$ cat config.mk
export PLATFORM = sky130hd
export DESIGN_NAME = jk_excitation_driver
export DESIGN_NICKNAME = d
export VERILOG_FILES = /design/src/rtl/jk_excitation_driver.sv
export SDC_FILE = /design/constraint.sdc
export NUM_CORES = 1
export LEC_CHECK = 0
export ABC_AREA = 1
export CAP_MARGIN = 15
export CELL_PAD_IN_SITES_DETAIL_PLACEMENT = 0
export CELL_PAD_IN_SITES_GLOBAL_PLACEMENT = 2
export CORE_ASPECT_RATIO = 1.1
export CORE_UTILIZATION = 35
export DETAILED_ROUTE_END_ITERATION = 16
export PLACE_DENSITY = 0.93
export SLEW_MARGIN = 20
export SYNTH_ARGS = -nofsm -noshare
export SYNTH_HDL_FRONTEND = slang
export SYNTH_SLANG_ARGS = --single-unit
$ cat constraint.sdc
create_clock -name Clk -period 5.3 [get_ports Clk]
set_input_delay 1.59 -clock Clk [delete_from_list [all_inputs] [get_ports Clk]]
set_output_delay 1.59 -clock Clk [all_outputs]
set_load 0.005 [all_outputs]
$ cat src/rtl/jk_excitation_driver.sv
// Programmable JK excitation sequencer: drives J/K so an attached JK bank walks a stored
// state sequence, and checks the bank's Q two edges after each step is issued.
module jk_excitation_driver #(
  parameter int unsigned WIDTH = 4,
  parameter int unsigned DEPTH = 8,
  localparam int unsigned AW = $clog2(DEPTH)
) (
  input  logic             Clk,
  input  logic             Clr,
  input  logic             Load,
  input  logic [AW-1:0]    LoadAddr,
  input  logic [WIDTH-1:0] LoadData,
  input  logic [AW:0]      Length,
  input  logic             Loop,
  input  logic             Start,
  input  logic             Stop,
  input  logic [WIDTH-1:0] Q_obs,
  output logic [WIDTH-1:0] J,
  output logic [WIDTH-1:0] K,
  output logic             Busy,
  output logic             Done,
  output logic             Mismatch,
  output logic [AW-1:0]    MismatchStep,
  output logic [WIDTH-1:0] MismatchQ
);

  typedef enum logic [1:0] {StIdle, StRun, StDrain} state_e;

  state_e           state_q, state_d;
  logic [WIDTH-1:0] mem_q [DEPTH];
  logic [AW-1:0]    step_q, step_d;
  logic [AW-1:0]    chk_idx_q, chk_idx_d;
  logic             chk_v_q, chk_v_d;
  logic [AW:0]      len_q, len_d;
  logic             loop_q, loop_d;
  logic [WIDTH-1:0] j_q, j_d, k_q, k_d;
  logic             done_q, done_d;
  logic             mis_q, mis_d;
  logic [AW-1:0]    mis_step_q, mis_step_d;
  logic [WIDTH-1:0] mis_val_q, mis_val_d;

  logic             mem_we;
  logic [AW:0]      eff_len;
  logic [WIDTH-1:0] seq0;
  logic             check_fail;
  logic             has_next;
  logic [AW-1:0]    nxt;

  // Holding bits get J=K=0, so J=K=1 can never be produced.
  function automatic logic [2*WIDTH-1:0] excite(input logic [WIDTH-1:0] c,
                                                input logic [WIDTH-1:0] t);
    return {~c & t, c & ~t};
  endfunction

  assign mem_we     = Load && (state_q == StIdle);
  assign eff_len    = (Length > (AW+1)'(DEPTH)) ? (AW+1)'(DEPTH) : Length;
  // A write to entry 0 on the Start edge must be seen by the first excitation.
  assign seq0       = (mem_we && (LoadAddr == '0)) ? LoadData : mem_q[0];
  assign check_fail = chk_v_q && (Q_obs != mem_q[chk_idx_q]);
  assign has_next   = ({1'b0, step_q} + (AW+1)'(1)) < len_q;
  assign nxt        = has_next ? step_q + AW'(1) : '0;

  always_comb begin
    state_d    = state_q;
    step_d     = step_q;
    len_d      = len_q;
    loop_d     = loop_q;
    chk_v_d    = 1'b0;
    chk_idx_d  = step_q;
    j_d        = '0;
    k_d        = '0;
    done_d     = 1'b0;
    mis_d      = mis_q;
    mis_step_d = mis_step_q;
    mis_val_d  = mis_val_q;

    case (state_q)
      StIdle: begin
        if (Start && (eff_len != '0)) begin
          state_d    = StRun;
          step_d     = '0;
          len_d      = eff_len;
          loop_d     = Loop;
          {j_d, k_d} = excite(Q_obs, seq0);
          mis_d      = 1'b0;
          mis_step_d = '0;
          mis_val_d  = '0;
        end
      end
      StRun, StDrain: begin
        if (check_fail) begin
          mis_d      = 1'b1;
          mis_step_d = chk_idx_q;
          mis_val_d  = Q_obs;
          done_d     = 1'b1;
          state_d    = StIdle;
        end else if (Stop) begin
          state_d = StIdle;
        end else if (state_q == StDrain) begin
          done_d  = 1'b1;
          state_d = StIdle;
        end else begin
          // Step issued on the previous edge gets checked one edge from now.
          chk_v_d = 1'b1;
          if (has_next || loop_q) begin
            step_d     = nxt;
            {j_d, k_d} = excite(mem_q[step_q], mem_q[nxt]);
          end else begin
            state_d = StDrain;
          end
        end
      end
      default: state_d = StIdle;
    endcase
  end

  always_ff @(posedge Clk or negedge Clr) begin
    if (!Clr) begin
      state_q    <= StIdle;
      step_q     <= '0;
      len_q      <= '0;
      loop_q     <= 1'b0;
      chk_v_q    <= 1'b0;
      chk_idx_q  <= '0;
      j_q        <= '0;
      k_q        <= '0;
      done_q     <= 1'b0;
      mis_q      <= 1'b0;
      mis_step_q <= '0;
      mis_val_q  <= '0;
    end else begin
      state_q    <= state_d;
      step_q     <= step_d;
      len_q      <= len_d;
      loop_q     <= loop_d;
      chk_v_q    <= chk_v_d;
      chk_idx_q  <= chk_idx_d;
      j_q        <= j_d;
      k_q        <= k_d;
      done_q     <= done_d;
      mis_q      <= mis_d;
      mis_step_q <= mis_step_d;
      mis_val_q  <= mis_val_d;
    end
  end

  always_ff @(posedge Clk or negedge Clr) begin
    if (!Clr) begin
      for (int unsigned i = 0; i < DEPTH; i++) begin
        mem_q[i] <= '0;
      end
    end else if (mem_we) begin
      mem_q[LoadAddr] <= LoadData;
    end
  end

  assign J            = j_q;
  assign K            = k_q;
  assign Busy         = (state_q != StIdle);
  assign Done         = done_q;
  assign Mismatch     = mis_q;
  assign MismatchStep = mis_step_q;
  assign MismatchQ    = mis_val_q;

endmodule

==> results by group <==
Logic synthesis
  – Sequential share of the synthesized area: 41.2%
  – Syn nets: 580
  – Yosys cell types: 30
  – Most common cell in the netlist: nand2_1
  – Synth Register Bits: 63
  – Syn Area/Cell: 6.94 sq um
  – Asr flop ratio synth: 100%
  – Share of the synthesized area in the top cell type: 41.2%
  – Cell taking the most area after synthesis: dfrtp_1
  – Most instantiated cells after synthesis: 184 x nand2_1, 70 x nand3_1, 64 x inv_1, 63 x dfrtp_1, 50 x o21ai_0
  – Post-Syn Instances: 552
  – Post-synth EDFFs: 0
  – Yosys warnings: 0
  – Synth Flop Type: dfrtp_1
  – Area contributors post-synth: dfrtp_1 41%, nand2_1 18%, nand3_1 9.1%
  – Cell area after synthesis: 3830 sq um

Clock network
  – Post-CTS Hold Buffers: 0
  – Post-cts resize count: 0
  – Root Driver: clkbuf_16
  – H-tree levels: 3
  – Setup bufs post-CTS: 0
  – CTS buffer count: 9
  – Clock Sinks: 63
  – Clk buf depth: 2
  – Reg clk slew, reported paths: 50 ps
  – Insertion delay to the later sink of the worst-skew pair: 340 ps
  – CTS tree: yes

STA
  – Endpoints failing setup: 0
  – Clk_skew: 4.39 ps
  – Worst-margin pin slew: 869 ps
  – RSZ-0062 raised after global routing: false
  – Slew Limit Fails: 0
  – Setup TNS: 0 ps
  – Fmax: 281 MHz
  – Tmin final: 3550 ps
  – Final period utilization: 67.0%
  – Fin Hold WS: 491 ps
  – Final Hold Vio Count: 0
  – Max_slew headroom: 41.8%

Floorplan
  – DIE AREA: 11400 sq um
  – Initial core utilization: 36.3%
  – I/O pins: 39
  – Die W: 102 microns
  – DIE HEIGHT: 112 microns
  – Core area: 10500 sq um
  – Row count: 39

Pwr
  – Switching Share: 44.9%
  – PwrDens: 623 nW/um^2
  – Clock power share: 21.4%
  – Switching power: 0.00129 W
  – Comb pwr share: 48.4%
  – Leak: 2.27 nW
  – Flop pwr share: 30.2%
  – Highest ir drop seen on vdd: 0.249 mV
  – Internal: 0.00158 W

Worst setup path
  – Crit path DAT: 3810 ps
  – Worst path required time: 5550 ps
  – Critical Path Fanout Max: 32
  – Crit. End Element: register
  – Worst Setup Start Kind: register
  – Critical path class: register to register

Global routing
  – Grt ovf: 0
  – First-pass GRT wire length: 19500 microns
  – Vias in the first global route: 3630
  – Initial antenna violation count: 0
  – Largest net degree at the start of global routing: 33
  – Gr usage total: 23.0%

Layout
  – Layout area overhead: 20.5%
  – Ant diodes: 0
  – Final nets: 613
  – Share of cells above drive strength 1: 5.93%

Routing
  – Final WL: 12000 microns
  – Via count: 3727
  – Post-DRT Antenna Nets: 0
  – First-pass DRT Iterations: 5
  – Routed vias/inst: 5.08
  – Drt drc: 0
  – DR iter-0 viols: 273
  – Drt wl/cell: 16.3 microns

Placement
  – Final HPWL DP: 8820 microns
  – Port Buffers: 38
  – GP Congestion: 0.920

Hold path
  – Hold Path Class: register to register

Flow run
  – Max_cap viols: 0

Status
  – Outcome: finished, final reports clean
## power by group through the flow
stage	registers (W)	logic, W	clock network [W]
floorplan	0.000797	0.00101	0
global placement	0.000867	0.00137	0
detailed placement	0.000870	0.00139	0
CTS	0.000866	0.00139	0.000621
global route	0.000896	0.00160	0.000642
finish	0.000868	0.00139	0.000614
## sequential cells by signal (all words and copies together) (netlist names)
register,count
K,4
MismatchStep,3
mem_q,32
Done,1
loop_q,1
len_q,4
chk_v_q,1
J,4
chk_idx_q,3
chk_idx_d,3
state_q,2
Mismatch,1
MismatchQ,4
## worst paths after layout
| check | startpoint | to | slack, ps | depth (start not counted) |
|---|---|---|---|---|
| worst min-delay path | MismatchQ[2]$_DFFE_PN0P_ | MismatchQ[2]$_DFFE_PN0P_ | 490 | 2 |
| max in group asynchronous | Clr | loop_q$_DFFE_PN0P_ | 3090 | 2 |
| worst min register to register | MismatchQ[2]$_DFFE_PN0P_ | MismatchQ[2]$_DFFE_PN0P_ | 490 | 2 |
| min in group asynchronous | Clr | chk_idx_q[0]$_DFF_PN0_ | 1320 | 1 |
| worst max register to register | chk_idx_d[0]$_DFFE_PN0P_ | K[1]$_DFF_PN0_ | 1750 | 15 |
| worst max-delay path | chk_idx_d[0]$_DFFE_PN0P_ | K[1]$_DFF_PN0_ | 1750 | 15 |
## routing by layer
layer	global-route usage, %	share of wire, %	vias up
li1	-	-	1863
met1	30.9	47	1730
met2	35.1	45	105
met3	5.15	5.3	29
met4	10.3	2.9	0
met5	0	0	-
## metrics by stage
step	power [W]	util (%)	cells	setup slack, ps	instance area [sq um]
5_1_grt	0.00314	43.8	733	1460	4610
4_1_cts	0.00288	43.8	733	1750	4610
6_report	0.00288	43.8	733	1750	4610
2_1_floorplan	0.00181	-	552	2680	3830
3_5_place_dp	0.00226	40.8	717	1490	4300
3_3_place_gp	0.00224	40.8	717	1660	4300
## area by class of cell
type	instances	area, sq um
fill	1138	5930
multi-input combinational	402	1900
sequential	63	1580
timing repair buffer	41	398
clock buffer	13	270
inverter	68	255
tap	143	179
clock inverter	3	40.0
## layout by cell type, fill, tap and decap left out, types with 2 or more instances in the layout
master / count
ha_1: 7
clkbuf_8: 3
inv_1: 64
inv_2: 4
nand4_1: 22
nand2_2: 3
nand3_1: 70
o21ai_0: 50
dfrtp_1: 63
nor2_1: 20
a21oi_1: 23
nand2_1: 184
clkbuf_16: 9
clkdlybuf4s50_1: 37
nor2_2: 2
clkinv_2: 2
buf_4: 3
o21ai_1: 9
## cell families (layout without fill, tap and decap cells)
family / after synthesis / count (layout) / share of synthesized area, %
simple gates: 307 / 307 / 35.2
xor+xnor: 1 / 1 / 0.229
compound gates: 87 / 87 / 11.8
fa+ha+maj: 7 / 7 / 2.29
buf+inv: 87 / 125 / 9.34
flops: 63 / 63 / 41.2
## worst max-delay path: stages (launching register included)
cell     delay [ps]
dfrtp_1         400
buf_4           320
inv_1           390
nor3_1          340
ha_1            300
nand2_1          70
inv_1            40
nand2_2         310
nand3_2         320
inv_2           250
nand3_1         170
nand2_1          90
nand2_1          50
nand2_1         120
nand4_1         110
a21oi_1         170
No activity file was read; power rests on OpenSTA's default activity.
